===== src/rtl/control_unit_pkg.sv =====
// rtl/control_unit_pkg.sv - shared opcodes, FSM state type and word type for control_unit
package control_unit_pkg;

    typedef logic [31:0] word_t;

    typedef enum logic [2:0] {
        FETCH     = 3'd0,
        DECODE    = 3'd1,
        EXECUTE   = 3'd2,
        MEMORY    = 3'd3,
        WRITEBACK = 3'd4,
        HALT      = 3'd5
    } ctrl_state_t;

    localparam logic [6:0] OP_LOAD   = 7'b0000011;
    localparam logic [6:0] OP_STORE  = 7'b0100011;
    localparam logic [6:0] OP_ALU    = 7'b0110011;
    localparam logic [6:0] OP_ALUI   = 7'b0010011;
    localparam logic [6:0] OP_LUI    = 7'b0110111;
    localparam logic [6:0] OP_AUIPC  = 7'b0010111;
    localparam logic [6:0] OP_JAL    = 7'b1101111;
    localparam logic [6:0] OP_JALR   = 7'b1100111;
    localparam logic [6:0] OP_BRANCH = 7'b1100011;

    function automatic logic is_jump(input logic [6:0] op);
        return (op == OP_JAL) || (op == OP_JALR);
    endfunction

endpackage


===== src/rtl/control_unit_wait_timer.sv =====
// rtl/control_unit_wait_timer.sv - memory wait counter; expired flags the LIMIT-th stalled cycle
module wait_timer #(
    parameter int LIMIT = 0
) (
    input  logic clk,
    input  logic reset,
    input  logic enable,
    input  logic clear,
    output logic expired
);

    localparam int CW = (LIMIT > 1) ? $clog2(LIMIT) : 1;
    localparam logic [CW-1:0] LAST = CW'((LIMIT > 0) ? LIMIT - 1 : 0);

    logic [CW-1:0] cnt_q;

    // Expiry is seen during the stalled cycle itself, so the FSM leaves on that edge.
    assign expired = (LIMIT != 0) && enable && (cnt_q == LAST);

    always_ff @(posedge clk) begin
        if (reset || clear) begin
            cnt_q <= '0;
        end else if (enable && !expired) begin
            cnt_q <= cnt_q + 1'b1;
        end
    end

endmodule


===== src/rtl/control_unit.sv =====
// rtl/control_unit.sv - multicycle CPU control FSM; ILLEGAL_TRAP_EN traps unknown opcodes to HALT
module control_unit
    import control_unit_pkg::*;
#(
    parameter int WAIT_LIMIT = 0
) (
    input  logic       clk,
    input  logic       reset,
    input  logic [6:0] opcode,
    input  logic       branch_taken,
    input  logic       mem_ready,
    output logic       mem_valid,
    output logic       mem_we,
    output logic       addr_sel,
    output logic       ir_we,
    output logic       pc_we,
    output logic       pc_sel,
    output logic       rf_we,
    output logic       retire,
    output logic       fault,
    output logic [2:0] state
);

    ctrl_state_t state_q, state_d;
    logic        fault_q, fault_d;
    logic        expired;
    logic        wait_en, wait_clr;

    assign wait_en  = mem_valid & ~mem_ready;
    assign wait_clr = mem_ready | (state_d != state_q);

    wait_timer #(.LIMIT(WAIT_LIMIT)) u_wait_timer (
        .clk     (clk),
        .reset   (reset),
        .enable  (wait_en),
        .clear   (wait_clr),
        .expired (expired)
    );

    always_ff @(posedge clk) begin
        if (reset) begin
            state_q <= FETCH;
            fault_q <= 1'b0;
        end else begin
            state_q <= state_d;
            fault_q <= fault_d;
        end
    end

    always_comb begin
        state_d   = state_q;
        fault_d   = fault_q;
        mem_valid = 1'b0;
        mem_we    = 1'b0;
        addr_sel  = 1'b0;
        ir_we     = 1'b0;
        pc_we     = 1'b0;
        pc_sel    = 1'b0;
        rf_we     = 1'b0;
        retire    = 1'b0;
        case (state_q)
            FETCH: begin
                mem_valid = 1'b1;
                if (expired) begin
                    state_d = HALT;
                    fault_d = 1'b1;
                end else if (mem_ready) begin
                    ir_we   = 1'b1;
                    state_d = DECODE;
                end
            end
            DECODE: state_d = EXECUTE;
            EXECUTE: begin
                case (opcode)
                    OP_LOAD, OP_STORE: state_d = MEMORY;
                    OP_ALU, OP_ALUI, OP_LUI, OP_AUIPC, OP_JAL, OP_JALR: state_d = WRITEBACK;
                    OP_BRANCH: begin
                        pc_we   = 1'b1;
                        pc_sel  = branch_taken;
                        retire  = 1'b1;
                        state_d = FETCH;
                    end
                    default: begin
`ifdef ILLEGAL_TRAP_EN
                        fault_d = 1'b1;
                        state_d = HALT;
`else
                        pc_we   = 1'b1;
                        retire  = 1'b1;
                        state_d = FETCH;
`endif
                    end
                endcase
            end
            MEMORY: begin
                mem_valid = 1'b1;
                addr_sel  = 1'b1;
                mem_we    = (opcode == OP_STORE);
                if (expired) begin
                    state_d = HALT;
                    fault_d = 1'b1;
                end else if (mem_ready) begin
                    if (opcode == OP_STORE) begin
                        pc_we   = 1'b1;
                        retire  = 1'b1;
                        state_d = FETCH;
                    end else begin
                        state_d = WRITEBACK;
                    end
                end
            end
            WRITEBACK: begin
                rf_we   = 1'b1;
                pc_we   = 1'b1;
                pc_sel  = is_jump(opcode);
                retire  = 1'b1;
                state_d = FETCH;
            end
            HALT: ;
            default: state_d = FETCH;
        endcase
        // A reset cycle must not commit anything, even if memory completes in it.
        if (reset) begin
            ir_we  = 1'b0;
            pc_we  = 1'b0;
            rf_we  = 1'b0;
            retire = 1'b0;
        end
    end

    assign fault = fault_q;
    assign state = state_q;

endmodule


===== config.mk =====
export PLATFORM = sky130hd
export DESIGN_NAME = control_unit
export DESIGN_NICKNAME = d
export VERILOG_FILES = /design/src/rtl/control_unit_pkg.sv /design/src/rtl/control_unit_wait_timer.sv /design/src/rtl/control_unit.sv
export SDC_FILE = /design/constraint.sdc
export NUM_CORES = 1
export LEC_CHECK = 0
export BUFFER_PORTS_ARGS = -buffer_cell sky130_fd_sc_hd__buf_2
export CORE_AREA = 2 2 39 41
export DETAILED_ROUTE_END_ITERATION = 8
export DIE_AREA = 0 0 41 43
export PLACE_DENSITY = 0.65
export SLEW_MARGIN = 20
export SYNTH_ARGS = -nofsm -noshare
export SYNTH_HDL_FRONTEND = slang
export SYNTH_HIERARCHICAL = 1
export SYNTH_SLANG_ARGS = --single-unit

===== constraint.sdc =====
create_clock -name clk -period 2.3 [get_ports clk]
set_input_delay 0.23 -clock clk [delete_from_list [all_inputs] [get_ports clk]]
set_output_delay 0.23 -clock clk [all_outputs]
set_load 0.005 [all_outputs]

==> results.ini, run 1 <==
[layout]
antennaDiodeCount=0
drive_above_1_share_pct=40.3
mostFrequentLayoutCells=22 x buf_2, 8 x a21oi_1, 4 x nand2_1, 4 x nor2_1, 4 x dfxtp_1
nets=90
final_common_cell=buf_2
fillers=155
final_cells=93
area_growth_pct=30.7

[die]
die_height_um=43
rows=14
fp.dieArea_mm2=0.00176
die_w_um=41
start_util_pct=29.5
core_mm2=0.00138
io_pins=23

[critical_path]
crit_path_top_delay_cell=dfxtp_1
critPathArrivalTime_ns=1.81
cp-startpoint=state[1]
r2r-start=state[1]
endpoint_kind=primary output
cp_cell_sequence=nor2b_1 -> nand2_1 -> o32a_1 -> a21oi_2 -> buf_2
crit_end=retire
cp-start-kind=flop
r2r_slack_ns=0.96
r2r_end=state[2]
setup.worst_path.class=reg -> out
r2r_cells=5
crit_path_max_incr_delay_ns=0.55
critPathMaxFanout=14
worst_ep_required_time_ns=2.07

[pwr]
power-per-cell-area_mw_per_mm2=566
p_leak_nw=0.241
combPwrFrac_pct=35.4
switchingPower_mw=0.105
pwr-share-seq_pct=36.0
clockPowerShare_pct=28.6
internal_power_mw=0.197
irDropWorstVdd_mv=0.369
sw_frac_of_total_pct=34.7
total_power_mw=0.301

[detailed_routing]
dr.pass1.iters=4
vias=493
drc=0
via_per_inst=5.30
wl_mm=1.12
drtAntennaViolNets=0
drtIter0Drc=4
wire_per_inst_um=12.0

[sta]
finalSetupViolCount=0
fin_worst_skew_ns=0.000826
min_period_ns=2.04
setup_tns_ns=0
timing.final.crit_share_pct=88.8
rsz0062_at_grt=false
slew_violations=0
hold_viol_final=0
fmax_mhz=490
hold_slack_ns=0.268

[clocking]
root_buffer=clkbuf_4
cts_setup_buffers=0
tritoncts=yes
postCtsHoldBufs=0
cts_resized=0
clockBufferDepth=2
cts_max_level=1
clk_pin_slew_ns=0.04
numCtsBuffers=3
clk_latency_ns=0.23
clkSinkCount=4

[hold_path]
hold_path_class=in -> reg
hold_depth=2

[global_routing]
grt_start_max_net_pins=15
grt_pass1_vias=398
antenna_found_initial=0
grt_pass1_wl_mm=1.66
overflow=0
grt_use_total_pct=13.9

[run_status]
outcome=finished, final reports clean

[placement]
hpwlAfterDp_um=853
gp_congestion=0.745
port_buffers=22
placed_cells=90

[logic_synthesis]
syn-cell-area_um2=408
synth_fp_nets=68
syn_avg_cell_area_um2=7.16
synth-warning-count=6
netlist_instances=57

[flow_run]
cap_violations=0

==> worst max-delay path: cells and delay by family (launching register included) <==
kind | cells | cell delay, ns
buffers and inverters | 1 | 0.12
AOI/OAI and AO/OA | 2 | 0.53
DFF | 1 | 0.55
and+or+nand+nor | 2 | 0.37
==> worst min-delay path by stage <==
stage	startpoint	endpoint	slack [ns]
floorplan	reset	state[2]	0.30
detailed placement	fault	fault	0.46
global route	reset	fault	0.28
global placement	fault	fault	0.46
CTS	reset	fault	0.26
finish	reset	fault	0.27
==> stage by stage <==
stage	area (um2)	setup slack [ns]	utilization [%]
after floorplan	408	0.652	-
after global placement	510	0.525	36.9
after detailed placement	510	0.511	36.9
after CTS	533	0.264	38.5
after global routing	533	0.100	38.5
final	533	0.258	38.5
==> sequential cells by signal, indices dropped and copies added, names as in the netlist <==
register  flops
fault         1
state         3
==> power groups by stage <==
stage                     Combinational, mW  Clock [mW]  Sequential, mW
after detailed placement              0.107           0           0.109
after CTS                             0.107      0.0906           0.108
after global placement                0.108           0           0.108
final                                 0.107      0.0862           0.108
after global routing                  0.121      0.0990           0.112
after floorplan                      0.0850           0          0.0920
==> per-layer routing <==
layer	global-route usage, %	vias up	wire (um)
met4	2.00	0	0
met5	0	-	0
li1	-	251	-
met2	19.1	22	462
met1	18.6	220	532
met3	8.38	0	123
==> layout make-up <==
type | count | area (um2) | area share (%)
flip-flops and latches | 4 | 80.1 | 15.0
repair buffers | 22 | 110 | 20.7
well taps | 16 | 20.0 | 3.76
multi-input cells | 47 | 297 | 55.6
clock buffers | 3 | 22.5 | 4.23
inverters | 1 | 3.75 | 0.704
Power figures use the tool's default switching activity.
==> run 2: changes to the inputs <==
CELL_PAD_IN_SITES_DETAIL_PLACEMENT = 0   (was not set)
CELL_PAD_IN_SITES_GLOBAL_PLACEMENT = 1   (was not set)
CORE_AREA = not set   (was 2 2 39 41)
CORE_UTILIZATION = 32   (was not set)
CTS_BUF_LIST = sky130_fd_sc_hd__clkbuf_4   (was not set)
DIE_AREA = not set   (was 0 0 41 43)
PLACE_DENSITY = 0.88   (was 0.65)
==> run 2 against run 1 <==
Effect of this change: non-clock buffer count is 2 higher; combinational power is 22% higher; critical path depth stayed put; via count is 4.1% lower; first-iteration DRC count is 50% higher; sequential cell count stayed put; sequential power is 15% lower.
==> results.ini, run 2 (synthesized netlist as in run 1, its figures left out) <==
[critical_path]
critPathArrivalTime_ns=1.68
cp-start-kind=flop
cp-startpoint=state[2]
endpoint_kind=primary output
r2r_slack_ns=1.06
r2r-start=state[2]
r2r_cells=4
setup.worst_path.class=reg -> out
r2r_end=state[2]
crit_end=pc_we
worst_ep_required_time_ns=2.07
critPathMaxFanout=13

[clocking]
clk_pin_slew_ns=0.04
clockBufferDepth=2
postCtsHoldBufs=0
cts_setup_buffers=0
root_buffer=clkbuf_4
cts_max_level=1
cts_resized=0
clkSinkCount=4
clk_latency_ns=0.23
numCtsBuffers=3
tritoncts=yes

[die]
die_height_um=37.7
io_pins=23
core_mm2=0.00114
start_util_pct=35.7
fp.dieArea_mm2=0.00142
die_w_um=37.7
rows=12

[placement]
port_buffers=22
placed_cells=90
hpwlAfterDp_um=767
gp_congestion=0.819
preCtsSetupSlack_ns=0.520

[layout]
fillers=117
mostFrequentLayoutCells=22 x buf_2, 8 x a21oi_1, 4 x nand2_1, 4 x nor2_1, 4 x dfxtp_1
final_common_cell=buf_2
nets=92
multi_input_area_um2=297
final_cells=93
largest_register_ffs=3
antennaDiodeCount=0
seq_area_um2=80.1
area_growth_pct=33.7
drive_above_1_share_pct=41.8

[global_routing]
grt_pass1_vias=387
antenna_found_initial=0
grt_pass1_wl_mm=1.61
grt_use_total_pct=16.3
overflow=0
grt_start_max_net_pins=14

[sta]
fin_worst_skew_ns=0.00648
timing.final.crit_share_pct=82.8
hold_slack_ns=0.283
fmax_mhz=525
min_period_ns=1.91
layout_setup_ws_ns=0.395
slew_violations=0
hold_viol_final=0
rsz0062_at_grt=false
finalSetupViolCount=0
setup_tns_ns=0

[detailed_routing]
wire_per_inst_um=10.4
vias=473
via_per_inst=5.09
wl_um=965
dr.pass1.iters=4
drtIter0Drc=6
drc=0
drtAntennaViolNets=0

[run_status]
outcome=finished, final reports clean

[pwr]
irDropWorstVdd_mv=0.275
power-per-cell-area_mw_per_mm2=565
p_leak_nw=0.251
total_power_mw=0.308

[flow_run]
cap_violations=0

[hold_path]
hold_path_class=in -> reg

## run 2: layout make-up
class                   instances  share of cell area, %
flip-flops and latches          4                   14.7
multi-input cells              47                   54.4
inverters                       1                  0.688
well taps                      14                   3.21
clock buffers                   3                   4.13
repair buffers                 24                   22.9
## run 2: per-stage QoR
step	utilization [%]	area [um2]
2_1_floorplan	-	408
6_report	47.8	546
4_1_cts	47.8	546
3_5_place_dp	45.8	523
5_1_grt	47.8	546
3_3_place_gp	45.8	523
## run 2: worst min-delay path by stage
stage,start,to,slack (ns),cells past startpoint
floorplan,reset,state[2],0.30,1
global placement,fault,fault,0.44,2
detailed placement,fault,fault,0.46,2
CTS,reset,state[2],0.27,2
global route,reset,fault,0.28,2
finish,reset,state[2],0.28,2
## run 2: critical path: stages (launching register included)
cell and delay [ns]:
dfxtp_1 0.41, nor2b_1 0.26, nand2_1 0.13, o32a_1 0.37, a21oi_2 0.15, buf_2 0.12
## run 2: metal layers
layer,GRT usage [%],share of wire (%)
met3,5.36,3.5
met4,5.36,0
met2,23.7,45
met1,22.3,51
met5,0,0
## run 2: power breakdown
group          internal [mW]  total (mW)  switching [mW]
logic                 0.0648       0.131          0.0661
registers             0.0809      0.0920          0.0112
clock network         0.0582      0.0851          0.0268
==> run 3: changes to the inputs <==
CORE_UTILIZATION = 30   (was 32)
PLACE_DENSITY = 0.83   (was 0.88)
clock period = 1.95 ns   (was 2.3 ns; I/O delays follow)
==> run 3 against run 2 <==
Effect of this change: sequential share of layout area down 0.20 points; clock skew fell by 0.0063 ns; sequential cell count unchanged; clock-buffer cell count unchanged; final cell count up 1.1%; via count is 0.21% higher; largest power group unchanged; utilization is 1.2 points lower.
==> results.ini, run 3 (synthesized netlist as in run 1, its figures left out) <==
[critical_path]
crit_path_max_incr_delay_ns=0.37
r2r_end=state[2]
path_buf_inv=1
cp-start-kind=flop
endpoint_kind=primary output
setup.worst_path.class=reg -> out
cp_cell_sequence=nor2b_1 -> nand2_1 -> o32a_1 -> a21oi_2 -> buf_2
r2r_slack_ns=0.82
critPathArrivalTime_ns=1.58
r2r_cells=5
critPathMaxFanout=7
crit_path_top_delay_cell=o32a_1
worst_ep_required_time_ns=1.75
critPathTopFamily=compound AO/OA/AOI/OAI gates
r2r-start=state[2]

[sta]
rsz0062_at_grt=false
timing.final.crit_share_pct=91.1
layout_setup_ws_ns=0.174
min_period_ns=1.78
slew_violations=0
setup_tns_ns=0
finalSetupViolCount=0
hold_slack_ns=0.237
fmax_mhz=563
fin_worst_skew_ns=0.000146
hold_viol_final=0

[die]
io_pins=23
fp.dieArea_mm2=0.00151
rows=12
die_w_um=38.9
core_mm2=0.00119
die_height_um=38.9
start_util_pct=34.4

[detailed_routing]
wire_per_inst_um=10.1
drtIter0Drc=7
wl_um=949
via_per_inst=5.04
vias=474
dr.pass1.iters=3
drtAntennaViolNets=0
drc=0

[placement]
gp_congestion=0.820
hpwlAfterDp_um=783
placed_cells=91
preCtsSetupSlack_ns=0.245
port_buffers=22

[layout]
area_growth_pct=35.6
final_cells=94
antennaDiodeCount=0
seq_area_um2=80.1
fillers=132
final_common_cell=buf_2
nets=93
drive_above_1_share_pct=42.5
multi_input_area_um2=297
mostFrequentLayoutCells=22 x buf_2, 8 x a21oi_1, 4 x nand2_1, 4 x nor2_1, 4 x dfxtp_1
largest_register_ffs=3

[hold_path]
hold_depth=2
hold_path_class=in -> reg
holdCritStartpoint=reset
holdPathEnd=fault

[clocking]
postCtsHoldBufs=0
cts_max_level=1
tritoncts=yes
numCtsBuffers=3
cts_setup_buffers=0
root_buffer=clkbuf_4
clk_pin_slew_ns=0.03
clk_latency_ns=0.23
cts_resized=0
clockBufferDepth=2
clkSinkCount=4

[flow_run]
cap_violations=0

[pwr]
irDropWorstVdd_mv=0.508
p_leak_nw=0.256
power-per-cell-area_mw_per_mm2=657

[global_routing]
grt_pass1_vias=369
antenna_found_initial=0
overflow=0
grt_start_max_net_pins=14
grt_use_total_pct=14.5
grt_pass1_wl_mm=1.53

[run_status]
outcome=finished, final reports clean

-- run 3: changes by cell type in the layout (fill, tap and decap cells not counted) --
| cell | previous run | this run |
|---|---|---|
| buf_4 | 2 | 3 |
-- run 3: cell type report --
type	count	share of cell area, %
clock buffers	3	4.07
inverters	1	0.679
multi-input cells	47	53.6
flip-flops and latches	4	14.5
well taps	14	3.17
repair buffers	25	24.0
-- run 3: stage by stage --
stage	power, mW	util [%]	cell area (um2)
3_3_place_gp	0.268	44.7	531
6_report	0.364	46.6	553
5_1_grt	0.398	46.6	553
3_5_place_dp	0.268	44.7	531
4_1_cts	0.369	46.6	553
2_1_floorplan	0.209	-	408
-- run 3: where the power goes --
part	switching, mW	internal [mW]
clock network	0.0283	0.0685
registers	0.0128	0.0955
logic	0.0786	0.0799
-- run 3: worst max-delay path by stage --
stage	startpoint	endpoint	slack [ns]	cells after the start
after global routing	state[2]	pc_we	0.02	5
after global placement	opcode[2]	pc_we	0.27	6
after detailed placement	opcode[2]	pc_we	0.24	6
final	state[2]	pc_we	0.17	5
after CTS	state[2]	pc_we	0.16	5
after floorplan	opcode[2]	retire	0.37	5
-- run 3: worst register-to-register path, delay by kind of cell (launching register included) --
family / cells / cell delay (ns)
buffers and inverters: 1 / 0.08
AND/OR/NAND/NOR: 3 / 0.48
flip-flops: 1 / 0.34
AO/OA/AOI/OAI: 1 / 0.17
-- run 3: metal layers --
metal | track usage, % | up-vias | part of all wire (%)
met4 | 5.17 | 0 | 0
met5 | 0 | - | 0
met2 | 21.3 | 8 | 44
li1 | - | 256 | -
met3 | 1.73 | 0 | 2.6
met1 | 21.2 | 210 | 53
